File: src/rtl/sdram_loader.sv
// Framed host byte stream -> sequential Avalon-MM byte writes into SDRAM.
// Frame layout: start word F00BF00B, TOTAL payload bytes, stop word DEADF00B.
`timescale 1ns/1ps
module sdram_loader #(
   parameter int MASTER_ADDRESSWIDTH = 28,
   parameter int DATAWIDTH = 8,
   parameter logic [MASTER_ADDRESSWIDTH-1:0] BASE_ADDR = 28'h8000000,
   parameter int IMSIZE = 128,
   parameter int L0SIZE = 2048,
   parameter int L1SIZE = 256,
   parameter int L2SIZE = 160
) (
   input  logic                           clk,
   input  logic                           reset_n,
   input  logic [7:0]                     in_data,
   input  logic                           in_valid,
   output logic                           in_ready,
   input  logic                           abort,
   output logic [MASTER_ADDRESSWIDTH-1:0] master_address,
   output logic [DATAWIDTH-1:0]           master_writedata,
   output logic                           master_write,
   output logic                           master_read,
   input  logic                           master_waitrequest,
   output logic                           data_valid,
   output logic                           load_error,
   output logic                           busy,
   output logic [11:0]                    bytes_written,
   output logic [1:0]                     fsm_state
);

   localparam int          TOTAL      = IMSIZE + L0SIZE + L1SIZE + L2SIZE;
   localparam logic [11:0] TOTAL_C    = 12'(TOTAL);
   localparam logic [31:0] START_WORD = 32'hF00BF00B;
   localparam logic [31:0] STOP_WORD  = 32'hDEADF00B;

   typedef enum logic [1:0] {
      S_HUNT    = 2'd0,
      S_PAYLOAD = 2'd1,
      S_TRAILER = 2'd2,
      S_DONE    = 2'd3
   } state_t;

   state_t      state;
   logic [31:0] sr;
   logic [11:0] accepted;
   logic [1:0]  tcnt;
   logic        abort_req;
   logic        live;

   logic        ready_c;
   logic        in_frame;
   logic        stop_in;
   logic        take;
   logic        wr_done;
   logic [31:0] sr_next;

   // Handshakes: a byte moves when in_valid & in_ready on a rising edge; an Avalon
   // write retires when master_write & !master_waitrequest. master_write is the
   // pending flag of the one-deep write register.
   always_comb begin
      in_frame = (state == S_PAYLOAD) || (state == S_TRAILER);
      stop_in  = in_frame && (abort || abort_req);
      ready_c  = 1'b0;
      if (live && !stop_in) begin
         case (state)
            S_HUNT, S_TRAILER: ready_c = 1'b1;
            S_PAYLOAD:         ready_c = (!master_write || !master_waitrequest) &&
                                         (accepted < TOTAL_C);
            default:           ready_c = 1'b0;
         endcase
      end
   end

   assign in_ready    = ready_c;
   assign take        = in_valid & ready_c;
   assign wr_done     = master_write & ~master_waitrequest;
   assign sr_next     = {sr[23:0], in_data};
   assign busy        = in_frame | master_write;
   assign master_read = 1'b0;
   assign fsm_state   = state;

   always_ff @(posedge clk or negedge reset_n) begin
      if (!reset_n) begin
         state            <= S_HUNT;
         sr               <= '0;
         accepted         <= '0;
         tcnt             <= '0;
         abort_req        <= 1'b0;
         live             <= 1'b0;
         master_address   <= BASE_ADDR;
         master_writedata <= '0;
         master_write     <= 1'b0;
         data_valid       <= 1'b0;
         load_error       <= 1'b0;
         bytes_written    <= '0;
      end else begin
         live <= 1'b1;
         if (wr_done) begin
            master_address <= master_address + 1'b1;
            bytes_written  <= bytes_written + 12'd1;
            master_write   <= 1'b0;
         end
         case (state)
            S_HUNT: begin
               if (take) begin
                  sr <= sr_next;
                  if (sr_next == START_WORD) begin
                     state          <= S_PAYLOAD;
                     master_address <= BASE_ADDR;
                     bytes_written  <= '0;
                     accepted       <= '0;
                     data_valid     <= 1'b0;
                     load_error     <= 1'b0;
                     abort_req      <= 1'b0;
                  end
               end
            end
            S_PAYLOAD: begin
               // A byte loaded on the retiring cycle keeps master_write high.
               if (take) begin
                  master_writedata <= DATAWIDTH'(in_data);
                  master_write     <= 1'b1;
                  accepted         <= accepted + 12'd1;
               end
               if (stop_in) begin
                  if (!master_write || wr_done) begin
                     state      <= S_HUNT;
                     load_error <= 1'b1;
                     data_valid <= 1'b0;
                     abort_req  <= 1'b0;
                  end else begin
                     abort_req <= 1'b1;
                  end
               end else if (!master_write && bytes_written == TOTAL_C) begin
                  state <= S_TRAILER;
                  sr    <= '0;
                  tcnt  <= '0;
               end
            end
            S_TRAILER: begin
               if (stop_in) begin
                  state      <= S_HUNT;
                  load_error <= 1'b1;
                  data_valid <= 1'b0;
                  abort_req  <= 1'b0;
               end else if (take) begin
                  sr   <= sr_next;
                  tcnt <= tcnt + 2'd1;
                  if (tcnt == 2'd3) begin
                     if (sr_next == STOP_WORD) begin
                        state      <= S_DONE;
                        data_valid <= 1'b1;
                     end else begin
                        state      <= S_HUNT;
                        load_error <= 1'b1;
                     end
                  end
               end
            end
            S_DONE: begin
               data_valid <= 1'b1;
               state      <= S_HUNT;
            end
            default: state <= S_HUNT;
         endcase
      end
   end

endmodule

File: config.mk
export PLATFORM = sky130hd
export DESIGN_NAME = sdram_loader
export DESIGN_NICKNAME = d
export VERILOG_FILES = /design/src/rtl/sdram_loader.sv
export SDC_FILE = /design/constraint.sdc
export NUM_CORES = 1
export LEC_CHECK = 0
export CORE_AREA = 2 2 96 98
export CTS_CLUSTER_SIZE = 16
export DETAILED_ROUTE_END_ITERATION = 12
export DIE_AREA = 0 0 98 100
export GPL_TIMING_DRIVEN = 1
export PLACE_DENSITY = 0.77
export SYNTH_ARGS = -nofsm -noshare
export SYNTH_HDL_FRONTEND = slang
export SYNTH_SLANG_ARGS = --single-unit
File: constraint.sdc
create_clock -name clk -period 3.1 [get_ports clk]
set_input_delay 0.31 -clock clk [delete_from_list [all_inputs] [get_ports clk]]
set_output_delay 0.31 -clock clk [all_outputs]
set_load 0.03 [all_outputs]
-- Yosys cells after proc, flatten, opt, wreduce, memory -nomap -nowiden
Index checks and enable logic that the tools add are counted.
W data, S select, Z words.
- multipliers: 0
- reduce and logical (&&, ||, !) cells: 24
- muxes and demuxes: 57
- add/subtract/negate cells: 4
- order comparisons: 1
- equality and inequality tests: 23
- shift operators: 0
- div/mod/pow operators: 0
- bitwise gates (word level): 4
- operators with widths (operator ; count):
    $mux W32 ; 4
    $mux W28 ; 4
    $pmux W32 S3 ; 1
    $mux W12 ; 7
    $eq A32 B32 Y1 const B ; 2
    $add A28 B1 Y28 const B ; 1
    $mux W2 ; 13
    $add A12 B1 Y12 const B ; 2
    $pmux W12 S2 ; 1
    $mux W1 ; 21
    $ne A2 B2 Y1 const B ; 8
    $eq A12 B12 Y1 const B ; 1
    $lt A12 B12 Y1 const B ; 1
    $ne A3 B2 Y1 const B ; 4
    $reduce_and A5 Y1 ; 2
    $pmux W2 S4 ; 1
    $reduce_and A4 Y1 ; 2
    $reduce_and A8 Y1 ; 1
    $reduce_and A7 Y1 ; 1
    $eq A2 B2 Y1 const B ; 3
    $ne A3 B3 Y1 const B ; 2
    $pmux W1 S3 ; 2
    $reduce_and A6 Y1 ; 1
    $logic_and A1 B1 Y1 ; 4
    other kinds (16) ; 24
- memories: 0
- output and inout port bits: 56
- bits in latches: 0
- word-level logic and storage cells: 125
- register bits: 101
- RAM bits: 0
- bits in read-only memories: 0

-- Logic depth before layout (Yosys ltp)
- depth in word-level cells: 10
- depth in mapped cells: 10

-- Worst setup path before layout
OpenSTA, ideal clock, no wires.
- path type: flip-flop to output port
- start: register state[1], in the netlist fsm_state[1]
- end: output port in_ready
- data required time: 2790 ps
- arrival: 2595 ps
- path buffers: 1
- cell stages (with the launch flop): 8
- slack: 195 ps
- path through: dfrtp_1 -> inv_1 -> ha_1 -> clkbuf_1 -> inv_1 -> nor4b_4 -> nor4_1 -> nor4b_1
- word-level cells in the longest chain between the ends: 6
- elaborated cells on any way between the ends: 10
- those cells by class: eq/ne (2); mux (2); reduce/logical (6)
- ends and longest elaborated chain (what ; RTL line ; source):
    start: declaration ; 43 ; state_t state;
    start signal: assignment ; 84 ; state <= S_HUNT;
    start signal: assignment ; 108 ; state <= S_PAYLOAD;
    start signal: assignment ; 127 ; state <= S_HUNT;
    branches (longest 5 deep; another with $eq A2 B2 Y1) ; -- ;
    $mux W1 * ; 64 ; if (live && !stop_in) begin
    end: declaration ; 17 ; output logic in_ready,
Mark *: on every way between the ends.

-- Final worst setup path
- start: register accepted[7]
- end: output port in_ready
- word-level cells in the longest chain between the ends: 4
- ends and longest elaborated chain (what ; RTL line ; source):
    start: declaration ; 45 ; logic [11:0] accepted;
    start signal: assignment ; 123 ; accepted <= accepted + 12'd1;
    $lt A12 B12 Y1 ; 68 ; (accepted < TOTAL_C);
    $logic_and A1 B1 Y1 ; 67 ; S_PAYLOAD: ready_c = (!master_write || !master_waitrequest) &&
    $pmux W1 S2 ; 65 ; case (state)
    $mux W1 ; 64 ;
No other way between the ends.

==> impl_metrics.yaml <==
global_routing:
  overflow: 0
  gr-usage-all-layers_pct: 21.55
  grt_max_degree: 63
  grt_pass1_wl_um: 17160
  antenna_found_initial: 0
  grt_pass1_vias: 3562
die:
  die_area_um2: 9800
  core_area_um2: 8890
  dieHeight_um: 100
  rows: 35
  ioPinCount: 69
  start_util_pct: 52.20
  die_x_um: 98
critical_path:
  crit_fanout: 6
  r2r_cells: 8
  rr_startpoint: "fsm_state[0]"
  startpoint_type: "flip-flop"
  r2r-end: "accepted[5]"
  crit_path_end_kind: "primary output"
  critPathLaunch: "accepted[7]"
  crit_slowest_cell: "or4_4"
  regToRegSetupSlack_ns: 0.49
  crit_chain: "or4_4 > nor4b_4 > nor4_1 > nor4b_1 > dlygate4sd2_1"
  max_stage_delay_ns: 0.54
  worstPathArrival_ns: 2.51
  crit_end: "in_ready"
  critPathKind: "flip-flop to primary output"
  required_ns: 2.79
cts:
  cts.clk_slew.worst_paths_ns: 0.09
  clk_latency_ns: 0.37
  cts_tree: "yes"
  ctsLongestPathBuffers: 2
  cts.sinks: 93
  htreeDepth: 3
  numCtsBuffers: 9
  root_buffer: "clkbuf_8"
synth:
  ys_seq_elements: 93
  syn_nets: 468
  synth_edf_count: 0
  syn-cell-area_um2: 4641
  synth_cell_types: 54
  synthArstFlopShare_pct: 100.0
  synth_warnings: 0
  ys.flop_type: "dfrtp_1"
  syn_inst: 446
  syn_area_per_cell_um2: 10.41
  ys_seq_area_share_pct: 50.18
min_path:
  hp-class: "input port to async pin"
timing:
  setup_violations: 0
  worst_pin_slew_ns: 0.7875
  report.final.slew_viol_count: 0
  slew_headroom_pct: 47.50
  period_share_pct: 90.85
  rsz0062_at_grt: "false"
  fin_skew_ns: 0.01377
  hold_viol: 0
  fmax_mhz: 355.1
  fin_crit_ns: 2.816
  setup_tns_ns: 0
  worst_slack_ns: 0.2836
power_and_ir_drop:
  power_leakage_nw: 2.399
  ir_drop_mv: 0.3725
  p_per_area_nw_per_um2: 442.1
final_layout:
  area_growth_pct: 21.84
  drive_above_1_share_pct: 9.213
  utilization_pct: 63.60
  antennaDiodeCount: 0
  nets: 538
placed_design:
  pre_cts_ws_ns: 0.3883
  portBuffers: 67
  dp_hpwl_um: 7058
  routabilityCongestion: 0.8537
route:
  drtAntennaViolNets: 0
  wl_per_cell_um: 15.98
  via_per_inst: 5.847
  drc: 0
  routed_wl_um: 10100
  drtIter0Drc: 199
  via_count: 3695
  dr.pass1.iters: 4
flow_run:
  max_cap_violations: 0
run_status:
  outcome: "completed"
area by class of cell:
type                       instances  area, um^2
fill                             722        3236
sequential                        93        2328
multi-input combinational        318        2172
timing repair buffer              78       749.5
tap                              111       138.9
clock buffer                      10       137.6
clock inverter                     6       67.56
inverter                          16       60.06
cells by family after synthesis:
family | share of synthesized area, %
other | 0.1618
adders and majority gates | 2.427
buffers and inverters | 3.128
xor gates and xnor gates | 7.172
muxes | 3.478
AOI/OAI and AO/OA | 10.97
DFF | 50.18
and+or+nand+nor | 22.49
per-stage QoR:
step,area (um^2),hold WS [ns],std cells,total power [mW]
2_1_floorplan,4641,0.01441,446,1.553
3_3_place_gp,5450,0.4371,616,1.666
3_5_place_dp,5450,0.4397,616,1.675
4_1_cts,5654,0.03716,632,2.521
5_1_grt,5654,0.08557,632,2.608
6_report,5654,0.01866,632,2.500
registers in the layout, indices dropped and copies added (netlist names):
register / flops
master_address: 28
sr: 24
accepted: 12
bytes_written: 12
master_writedata: 8
fsm_state: 2
tcnt: 2
abort_req: 1
data_valid: 1
live: 1
load_error: 1
master_write: 1
cells in the final DEF, fill, tap and decap left out, types with 9 or more instances in the layout:
cell type         n
a21oi_1          11
a22o_1           24
buf_4            12
clkbuf_8         10
clkdlybuf4s50_1  65
dfrtp_1          92
ha_1              9
inv_1            16
mux2_2            9
nand2_1          22
nand3_1          20
nand4_1          14
nor2_1           53
nor3_1           14
nor4_1           12
o21ai_0          12
xnor2_1          24
xor2_1           14
critical path, delay by kind of cell (launching register included):
kind | cells | cell delay [ns]
DFF | 1 | 0.44
buffers and inverters | 1 | 0.45
and+or+nand+nor | 4 | 1.26
power by group:
part / switching [mW] / internal [mW] / leakage [nW] / total [mW]
combinational: 0.128 / 0.131 / 1.06 / 0.259
clock: 0.449 / 0.399 / 0.0993 / 0.848
sequential: 0.0847 / 1.31 / 1.24 / 1.39
total: 0.661 / 1.84 / 2.40 / 2.50
how the worst min path moves through the flow:
stage | start | endpoint | cells after the start
2_1_floorplan | reset_n | abort_req | 0
3_3_place_gp | reset_n | bytes_written[7] | 1
3_5_place_dp | reset_n | bytes_written[7] | 1
4_1_cts | reset_n | master_address[12] | 1
5_1_grt | reset_n | master_address[14] | 1
6_report | reset_n | bytes_written[6] | 1
repair_timing:
action | 4_1_cts | 5_1_grt
hold buffers | 0 | 0
setup buffers | 0 | 0
resized for setup | 1 | 0
setup endpoints to repair | 1 | 0
per-layer routing:
metal | global-route usage, % | vias to the layer above | share of wire (%)
met5 | 0 | - | 0
met4 | 8.547 | 0 | 1.6
met3 | 3.830 | 11 | 4.6
met2 | 33.83 | 101 | 46
met1 | 30.10 | 1816 | 48
li1 | - | 1767 | -
Yosys cell counts, drive strengths merged, types with 2 or more instances:
master   count  area share (%)
or4          6             1.1
nor2        54             4.4
a21oi       11             1.2
xnor2       24             4.5
a211oi       2            0.43
dfrtp       92              50
inv         16             1.3
nor4        13             2.1
clkbuf      15             1.2
o21ai       13             1.4
nand2       22             1.8
nand3       20             2.2
xor2        14             2.6
and3         4            0.54
and4b        3            0.65
nand2b       5            0.67
buf          4            0.62
or2          3            0.40
conb         2            0.16
o31ai        5            0.81
o41ai        2            0.54
nor3        15             1.6
nand4       14             1.9
mux2i        6             1.3
mux2         9             2.2
o311ai       2            0.38
a31oi        2            0.27
nor4b        7             1.6
and4         8             1.5
a22o        24             4.5
a2bb2oi      2            0.38
nand4b       6             1.1
ha           9             2.4
No activity file was read; power rests on OpenSTA's default activity.
